[config.mk]
export PLATFORM = sky130hd
export DESIGN_NAME = stage_id_ex_reg
export DESIGN_NICKNAME = d
export VERILOG_FILES = /design/src/rtl/cpu_pkg.sv /design/src/rtl/stage_id_ex_reg_sat_counter.sv /design/src/rtl/stage_id_ex_reg.sv
export SDC_FILE = /design/constraint.sdc
export NUM_CORES = 1
export LEC_CHECK = 0
export ABC_AREA = 0
export ABC_CLOCK_PERIOD_IN_PS = 2100
export CAP_MARGIN = 10
export CORE_ASPECT_RATIO = 0.6
export CORE_MARGIN = 2
export CORE_UTILIZATION = 38
export CTS_CLUSTER_SIZE = 20
export DETAILED_ROUTE_END_ITERATION = 8
export PLACE_DENSITY = 0.84
export SLEW_MARGIN = 25
export SYNTH_ARGS = -nofsm -noshare
export SYNTH_HDL_FRONTEND = slang
export SYNTH_HIERARCHICAL = 1
export SYNTH_SLANG_ARGS = --single-unit
[constraint.sdc]
create_clock -name clk -period 2.1 [get_ports clk]
set_clock_uncertainty 0.2 [all_clocks]
set_input_delay 0.525 -clock clk [delete_from_list [all_inputs] [get_ports clk]]
set_output_delay 0.525 -clock clk [all_outputs]
set_load 0.05 [all_outputs]
[src/rtl/cpu_pkg.sv]
// Shared definitions for the 5-stage core: opcodes, the ID/EX payload struct
// and the flush-pending state encoding.
package cpu_pkg;

    localparam int CPU_XLEN = 32;
    localparam int CPU_RW   = 5;

    localparam logic [6:0] OP_LOAD  = 7'b0000011;
    localparam logic [6:0] OP_OPIMM = 7'b0010011;
    localparam logic [6:0] OP_OP    = 7'b0110011;

    typedef enum logic {
        FLUSH_IDLE,
        FLUSH_PENDING
    } flush_state_t;

    typedef struct packed {
        logic [CPU_XLEN-1:0] pc;
        logic [CPU_XLEN-1:0] rs1_data;
        logic [CPU_XLEN-1:0] rs2_data;
        logic [CPU_XLEN-1:0] imm;
        logic [CPU_RW-1:0]   rd;
        logic [6:0]          opcode;
        logic [2:0]          funct3;
        logic                is_load;
        logic                reg_write;
    } id_ex_t;

    // A bubble only has to neutralise the control fields; data may stay stale.
    function automatic id_ex_t make_bubble(input id_ex_t e);
        id_ex_t b;
        b           = e;
        b.rd        = '0;
        b.opcode    = '0;
        b.is_load   = 1'b0;
        b.reg_write = 1'b0;
        return b;
    endfunction

endpackage

[src/rtl/stage_id_ex_reg_sat_counter.sv]
// Saturating up-counter used for the ID/EX bubble and flush statistics.
module sat_counter #(
    parameter int W = 16
) (
    input  logic         clk,
    input  logic         rst_n,
    input  logic         inc,
    output logic [W-1:0] count
);

    always_ff @(posedge clk or negedge rst_n) begin
        if (!rst_n) begin
            count <= '0;
        end else if (inc && (count != '1)) begin
            count <= count + 1'b1;
        end
    end

endmodule

[src/rtl/stage_id_ex_reg.sv]
// ID/EX pipeline register: captures the decoded instruction, inserts bubbles on
// stall/flush, freezes under EX back-pressure and remembers a flush seen while frozen.
import cpu_pkg::*;

module stage_id_ex_reg #(
    parameter int XLEN    = CPU_XLEN,
    parameter int REG_NUM = 32,
    parameter int CNT_W   = 16,
    localparam int RW     = $clog2(REG_NUM)
) (
    input  logic             clk,
    input  logic             rst_n,
    input  logic             id_valid,
    input  logic [XLEN-1:0]  id_pc,
    input  logic [XLEN-1:0]  id_rs1_data,
    input  logic [XLEN-1:0]  id_rs2_data,
    input  logic [XLEN-1:0]  id_imm,
    input  logic [RW-1:0]    id_rd,
    input  logic [6:0]       id_opcode,
    input  logic [2:0]       id_funct3,
    input  logic             id_is_load,
    input  logic             id_reg_write,
    input  logic             stall,
    input  logic             flush,
    input  logic             ex_hold,
    output logic             ex_valid,
    output logic [XLEN-1:0]  ex_pc,
    output logic [XLEN-1:0]  ex_rs1_data,
    output logic [XLEN-1:0]  ex_rs2_data,
    output logic [XLEN-1:0]  ex_imm,
    output logic [RW-1:0]    ex_rd,
    output logic [6:0]       ex_opcode,
    output logic [2:0]       ex_funct3,
    output logic             ex_is_load,
    output logic             ex_reg_write,
    output logic [CNT_W-1:0] bubble_cnt,
    output logic [CNT_W-1:0] flush_cnt
);

    id_ex_t       ex_q;
    logic         valid_q;
    flush_state_t state;
    logic         flush_path;
    logic         flush_inc;
    logic         bubble_inc;
    logic         rd_nonzero;

    assign flush_path = flush || (state == FLUSH_PENDING);
    assign flush_inc  = !ex_hold && flush_path && id_valid;
    assign bubble_inc = !ex_hold && !flush_path && stall;
    assign rd_nonzero = (id_rd != '0);

    // Writes to x0 are dropped here so the stall logic never waits on them.
    always_ff @(posedge clk or negedge rst_n) begin
        if (!rst_n) begin
            ex_q    <= '0;
            valid_q <= 1'b0;
            state   <= FLUSH_IDLE;
        end else if (ex_hold) begin
            if (flush) begin
                state <= FLUSH_PENDING;
            end
        end else if (flush_path) begin
            ex_q    <= make_bubble(ex_q);
            valid_q <= 1'b0;
            state   <= FLUSH_IDLE;
        end else if (stall) begin
            ex_q    <= make_bubble(ex_q);
            valid_q <= 1'b0;
        end else begin
            ex_q.pc        <= id_pc;
            ex_q.rs1_data  <= id_rs1_data;
            ex_q.rs2_data  <= id_rs2_data;
            ex_q.imm       <= id_imm;
            ex_q.rd        <= id_rd;
            ex_q.opcode    <= id_opcode;
            ex_q.funct3    <= id_funct3;
            ex_q.is_load   <= id_valid && id_is_load && rd_nonzero;
            ex_q.reg_write <= id_valid && id_reg_write && rd_nonzero;
            valid_q        <= id_valid;
        end
    end

    assign ex_valid     = valid_q;
    assign ex_pc        = ex_q.pc;
    assign ex_rs1_data  = ex_q.rs1_data;
    assign ex_rs2_data  = ex_q.rs2_data;
    assign ex_imm       = ex_q.imm;
    assign ex_rd        = ex_q.rd;
    assign ex_opcode    = ex_q.opcode;
    assign ex_funct3    = ex_q.funct3;
    assign ex_is_load   = ex_q.is_load;
    assign ex_reg_write = ex_q.reg_write;

    sat_counter #(.W(CNT_W)) u_bubble_cnt (
        .clk   (clk),
        .rst_n (rst_n),
        .inc   (bubble_inc),
        .count (bubble_cnt)
    );

    sat_counter #(.W(CNT_W)) u_flush_cnt (
        .clk   (clk),
        .rst_n (rst_n),
        .inc   (flush_inc),
        .count (flush_cnt)
    );

endmodule

==> impl_metrics.ini, run 1 <==
[detailed_routing]
firstDrtPassIters = 4
postRouteAntennaNets = 0
drt_wl_total_um = 19700
drtIter0Drc = 255
route.vias.total = 5379
vias_per_cell = 4.95
wl_per_cell_um = 18.2
drc = 0

[sta]
hold_ws_ns = 0.282
final.period_utilization_pct = 96.9
rsz0062_at_grt = false
slew_viol_final = 0
slew_headroom_pct = 71.8
setup-violations-final = 0
timing.fmax_mhz = 491
worstMarginPinSlew_ns = 0.423
fin_crit_ns = 2.04
hold_violations = 0

[synth]
ys_top_cells_by_area = dfrtp_1, mux2_2, mux2_1, nor4_4, a22o_1
synth_warnings = 6
syn-instance-count = 463
synth_nets = 616
synth_top_area_cell = dfrtp_1
ys_ff_latch = 179
seq_area_frac_synth_pct = 62.5
syn_avg_cell_area_um2 = 15.5
synth_area_um2 = 7170
synth.top_cell.area_share_pct = 62.5
ys_types = 39

[worst_setup_path]
slowest_delay_ns = 0.27
crit_chain = dlygate4sd2_1 > buf_6 > nor4b_4 > buf_4 > buf_4 > nand2_2 > nor3_4 > buf_4 > nand3_1 > o21a_1
crit_top_cell = buf_4
cp.required_ns = 2.21
slowest_stage = dlygate4sd2_1
rr_endpoint = u_flush_cnt/count[10]$_DFFE_PN0P_
crit_fanout = 5
r2r_slack_ns = 0.16
crit_arrival_ns = 2.15
crit_path_start_kind = input port
end_kind = flip-flop
critPathKind = input port to flip-flop
crit_family = buffers and inverters
rr_worst_depth = 5
cp.buffers_inverters = 5
r2r-start = u_flush_cnt/count[0]$_DFFE_PN0P_

[cts]
tritoncts = done
cts.htree.levels = 4
cts_root_buf = clkbuf_16
clock-sinks = 179
insertion_delay_ns = 0.42
clk_pin_slew_ns = 0.07
cts_max_path_buffers = 2
numCtsBuffers = 17

[cells_and_area]
finalNetCount = 987
drive_gt1_share_pct = 42.0
fin_cells = 1087
post-route-util_pct = 62.6
area_delta_synth_final_pct = 59.4
n_antenna_cell = 0

[die]
initial_core_util_pct = 39.3
fp.dieH_um = 110
io_pins = 329
die_width_um = 181
die_area_um2 = 20000
rows = 38
core_region_area_um2 = 18300

[power_and_ir_drop]
vdd_drop_max_v = 0.000711
p_per_area_nw_per_um2 = 1100
p_leak_nw = 5.19
power_mw = 12.6

[grt]
track_usage_pct = 20.0
grt_max_degree = 45
grt_pass1_vias = 5620
antenna_found_initial = 0
overflow = 0
grt_pass1_wl_um = 30700

[placed_design]
place_inst = 1050
gp_congestion = 0.796
place_hpwl_um = 15000
portBuffers = 328

[min_path]
worstHoldPathCells = 1
hold_start = ex_valid$_DFFE_PN0N_
hold_end = ex_valid$_DFFE_PN0N_
hold_path_class = flip-flop to flip-flop

[run]
cap_violations = 0

[run_status]
status = finished, final reports clean
worst max path at each step:
stage	startpoint	endpoint	slack [ns]	cells after the start
floorplan	ex_hold	u_flush_cnt/count[15]$_DFFE_PN0P_	-0.01	7
global placement	ex_hold	ex_funct3[0]$_DFFE_PN0P_	-0.51	6
detailed placement	ex_hold	ex_rs2_data[8]$_DFFE_PN0P_	-0.51	6
CTS	stall	u_bubble_cnt/count[15]$_DFFE_PN0P_	0.003	7
global route	state$_DFFE_PN0P_	u_flush_cnt/count[14]$_DFFE_PN0P_	0.01	6
finish	ex_hold	u_bubble_cnt/count[8]$_DFFE_PN0P_	0.06	10
cell type report:
type,instances,area (µm²)
clock inverter,7,73.8
clock buffer,25,495
multi-input combinational,267,2640
timing repair buffer,369,3440
sequential,179,4480
fill,1376,6830
tap,240,300
metrics by stage:
stage	area [µm²]	worst slack (ns)	setup TNS (ns)
3_5_place_dp	10800	-0.507	-76.83
5_1_grt	11400	0.00997	0
6_report	11400	0.0646	0
2_1_floorplan	7240	-0.0122	-0.0155
3_3_place_gp	10800	-0.508	-77.00
4_1_cts	11400	0.00304	0
cell families (layout without fill, tap and decap cells):
kind of cell    count (synthesis)  in the layout  share of synthesized area (%)
xor+xnor                       14             14                           1.71
buf+inv                        17            401                           1.36
mux                           133            133                           20.9
simple gates                   73             73                           8.18
compound gates                 45             45                           5.03
fa+ha+maj                       2              2                          0.349
flops                         179            179                           62.5
Yosys cell counts (all sizes together):
cell      n
o21a     10
a21o      1
and4b     2
and3      4
nor2b     1
clkbuf    2
and4      6
nand3    12
nor2      8
nand2     9
dfrtp   179
o21ai     2
ha        2
nor4      5
a22o     12
buf      15
a32o      2
a31oi     6
and2      1
a32oi     2
a21oi     6
xor2      4
nor3b     1
o211ai    2
xnor2    10
nor3      3
nor4b     1
nand4    20
o31ai     2
mux2    133
what timing repair did:
item	4_1_cts	5_1_grt
setup buffers	2	2
hold buffers	1	0
pin swaps	1	3
setup endpoints to repair	102	7
endpoints found under the hold margin	35	0
resized for setup	3	2
layer usage:
layer	global-route usage, %	vias up	part of all wire, %
li1	-	2460	-
met1	24.5	2665	41
met2	33.0	230	49
met3	7.85	24	8.6
met4	6.50	0	1.6
met5	0	-	0
registers in the layout, indices dropped and copies added, names as in the netlist, 3 cells and up:
register	flops
u_bubble_cnt/count	16
ex_rs1_data	32
ex_imm	32
u_flush_cnt/count	16
ex_funct3	3
ex_opcode	7
ex_rs2_data	32
ex_rd	5
ex_pc	32
power breakdown:
part / switching, mW / total (mW) / leakage [nW] / internal (mW)
Combinational: 3.17 / 4.87 / 2.70 / 1.71
Sequential: 0.474 / 4.59 / 2.21 / 4.12
Clock: 1.32 / 3.09 / 0.277 / 1.77
cell usage in the layout, fill, tap and decap left out, types with 3 or more instances in the layout:
master           instances
dfrtp_1                179
and4_4                   4
nand2_1                  8
clkdlybuf4s50_1        146
nand4_1                 16
buf_4                  194
a31oi_1                  6
nor2_1                   6
clkbuf_8                 4
mux2_1                  50
clkbuf_1                 4
o21a_1                  10
xnor2_1                 10
clkinv_4                 3
xor2_1                   4
mux2_2                  83
a22o_1                  12
buf_12                  23
nor4_4                   5
nand3_1                 10
a21oi_1                  6
clkbuf_16               17
(Power assumes the default switching activity.)
==> run 2, diff against run 1 <==
- MAX_ROUTING_LAYER: default -> met4
==> run 2 against run 1 <==
Effect of this change: design area did not move; first-iteration DRC count fell by 20%; clock power barely moved; hold slack got worse by 0.00059 ns; die area did not move; maximum frequency rose by 0.19%; largest cell class unchanged.
==> impl_metrics.ini, run 2 (synthesis gave the netlist of run 1 again) <==
[run_status]
status = finished, final reports clean

[sta]
setup_slack_ns = 0.0684
rsz0062_at_grt = false
hold_violations = 0
tns_ns = 0
hold_ws_ns = 0.282
slew_headroom_pct = 71.8
fin_crit_ns = 2.03
final.period_utilization_pct = 96.7
worstMarginPinSlew_ns = 0.423
setup-violations-final = 0
timing.fmax_mhz = 492
slew_viol_final = 0

[detailed_routing]
drtIter0Drc = 203
firstDrtPassIters = 4
drt_wl_total_um = 19700
wl_per_cell_um = 18.2
vias_per_cell = 4.95
drc = 0
route.vias.total = 5381
postRouteAntennaNets = 0

[die]
io_pins = 329
fp.dieH_um = 110
die_width_um = 181
initial_core_util_pct = 39.3
rows = 38
core_region_area_um2 = 18300
die_area_um2 = 20000

[cts]
numCtsBuffers = 17
clk_pin_slew_ns = 0.07
clock-sinks = 179
cts.htree.levels = 4
tritoncts = done
insertion_delay_ns = 0.42
cts_root_buf = clkbuf_16
cts_max_path_buffers = 2

[grt]
grt_pass1_vias = 5635
grt_max_degree = 45
track_usage_pct = 20.7
grt_pass1_wl_um = 30600
overflow = 0
antenna_found_initial = 0

[cells_and_area]
post-route-util_pct = 62.6
final_cell_mix = buf_4, dfrtp_1, clkdlybuf4s50_1
seqCellArea_um2 = 4480
drive_gt1_share_pct = 42.0
finalNetCount = 987
final_common_cell = buf_4
layout.filler_cells = 1376
area_delta_synth_final_pct = 59.4
multiInputGateArea_um2 = 2640
n_antenna_cell = 0

[worst_setup_path]
critPathKind = input port to flip-flop
cp.required_ns = 2.21
end_kind = flip-flop
crit_path_start_kind = input port
crit_arrival_ns = 2.15
crit_fanout = 5

[power_and_ir_drop]
p_leak_nw = 5.19
p_per_area_nw_per_um2 = 1100
vdd_drop_max_v = 0.000713
power_mw = 12.5

[placed_design]
dp_slack_ns = -0.507
place_hpwl_um = 15000
gp_congestion = 0.808
portBuffers = 328

[min_path]
hold_path_class = flip-flop to flip-flop

[run]
cap_violations = 0
==> run 2: cell counts in the layout (fill, tap and decap cells not counted) <==
No cell type changed its count.
==> run 2: timing repair <==
action,CTS,global route
setup endpoints to repair,102,7
gates resized for setup,3,2
pin swaps,1,3
endpoints found under the hold margin,35,0
hold buffers,1,0
setup buffers,2,2
==> run 2: final timing paths <==
path	startpoint	endpoint	slack [ns]	cells past startpoint
worst max-delay path	ex_hold	u_bubble_cnt/count[8]$_DFFE_PN0P_	0.07	10
worst min-delay path	ex_valid$_DFFE_PN0N_	ex_valid$_DFFE_PN0N_	0.28	1
worst max register to register	state$_DFFE_PN0P_	u_flush_cnt/count[10]$_DFFE_PN0P_	0.17	6
worst min register to register	ex_valid$_DFFE_PN0N_	ex_valid$_DFFE_PN0N_	0.28	1
max in group asynchronous	rst_n	ex_pc[8]$_DFFE_PN0P_	0.70	3
min in group asynchronous	rst_n	ex_rs1_data[3]$_DFFE_PN0P_	0.39	2
==> run 2: final cells by class <==
type                       instances  area share (%)
clock buffer                      25            4.33
timing repair buffer             369            30.1
clock inverter                     7           0.646
tap                              240            2.63
sequential                       179            39.2
multi-input combinational        267            23.1
==> run 2: metrics by stage <==
step,cell area [µm²],std cells
after detailed placement,10800,1050
after floorplan,7240,463
after global placement,10800,1050
final,11400,1087
after global routing,11400,1087
after CTS,11400,1085
==> run 2: metal layers <==
metal  vias to the layer above  GRT usage, %  part of all wire, %
li1                       2463             -                    -
met1                      2661          25.2                   42
met2                       226          32.9                   48
met3                        31          6.54                  8.0
met4                         0          7.38                  2.0
met5                         -             -                    0
==> run 2: worst max-delay path: stages <==
cell and delay, ns:
dlygate4sd2_1 0.27, buf_6 0.15, nor4b_4 0.23, buf_4 0.15
buf_4 0.12, nand2_2 0.11, nor3_4 0.24, buf_4 0.14
nand3_1 0.07, o21a_1 0.12
==> run 2: power breakdown <==
| group | switching, mW | internal, mW | total [mW] |
|---|---|---|---|
| Sequential | 0.474 | 4.12 | 4.59 |
| Combinational | 3.17 | 1.71 | 4.87 |
| Clock | 1.32 | 1.77 | 3.08 |
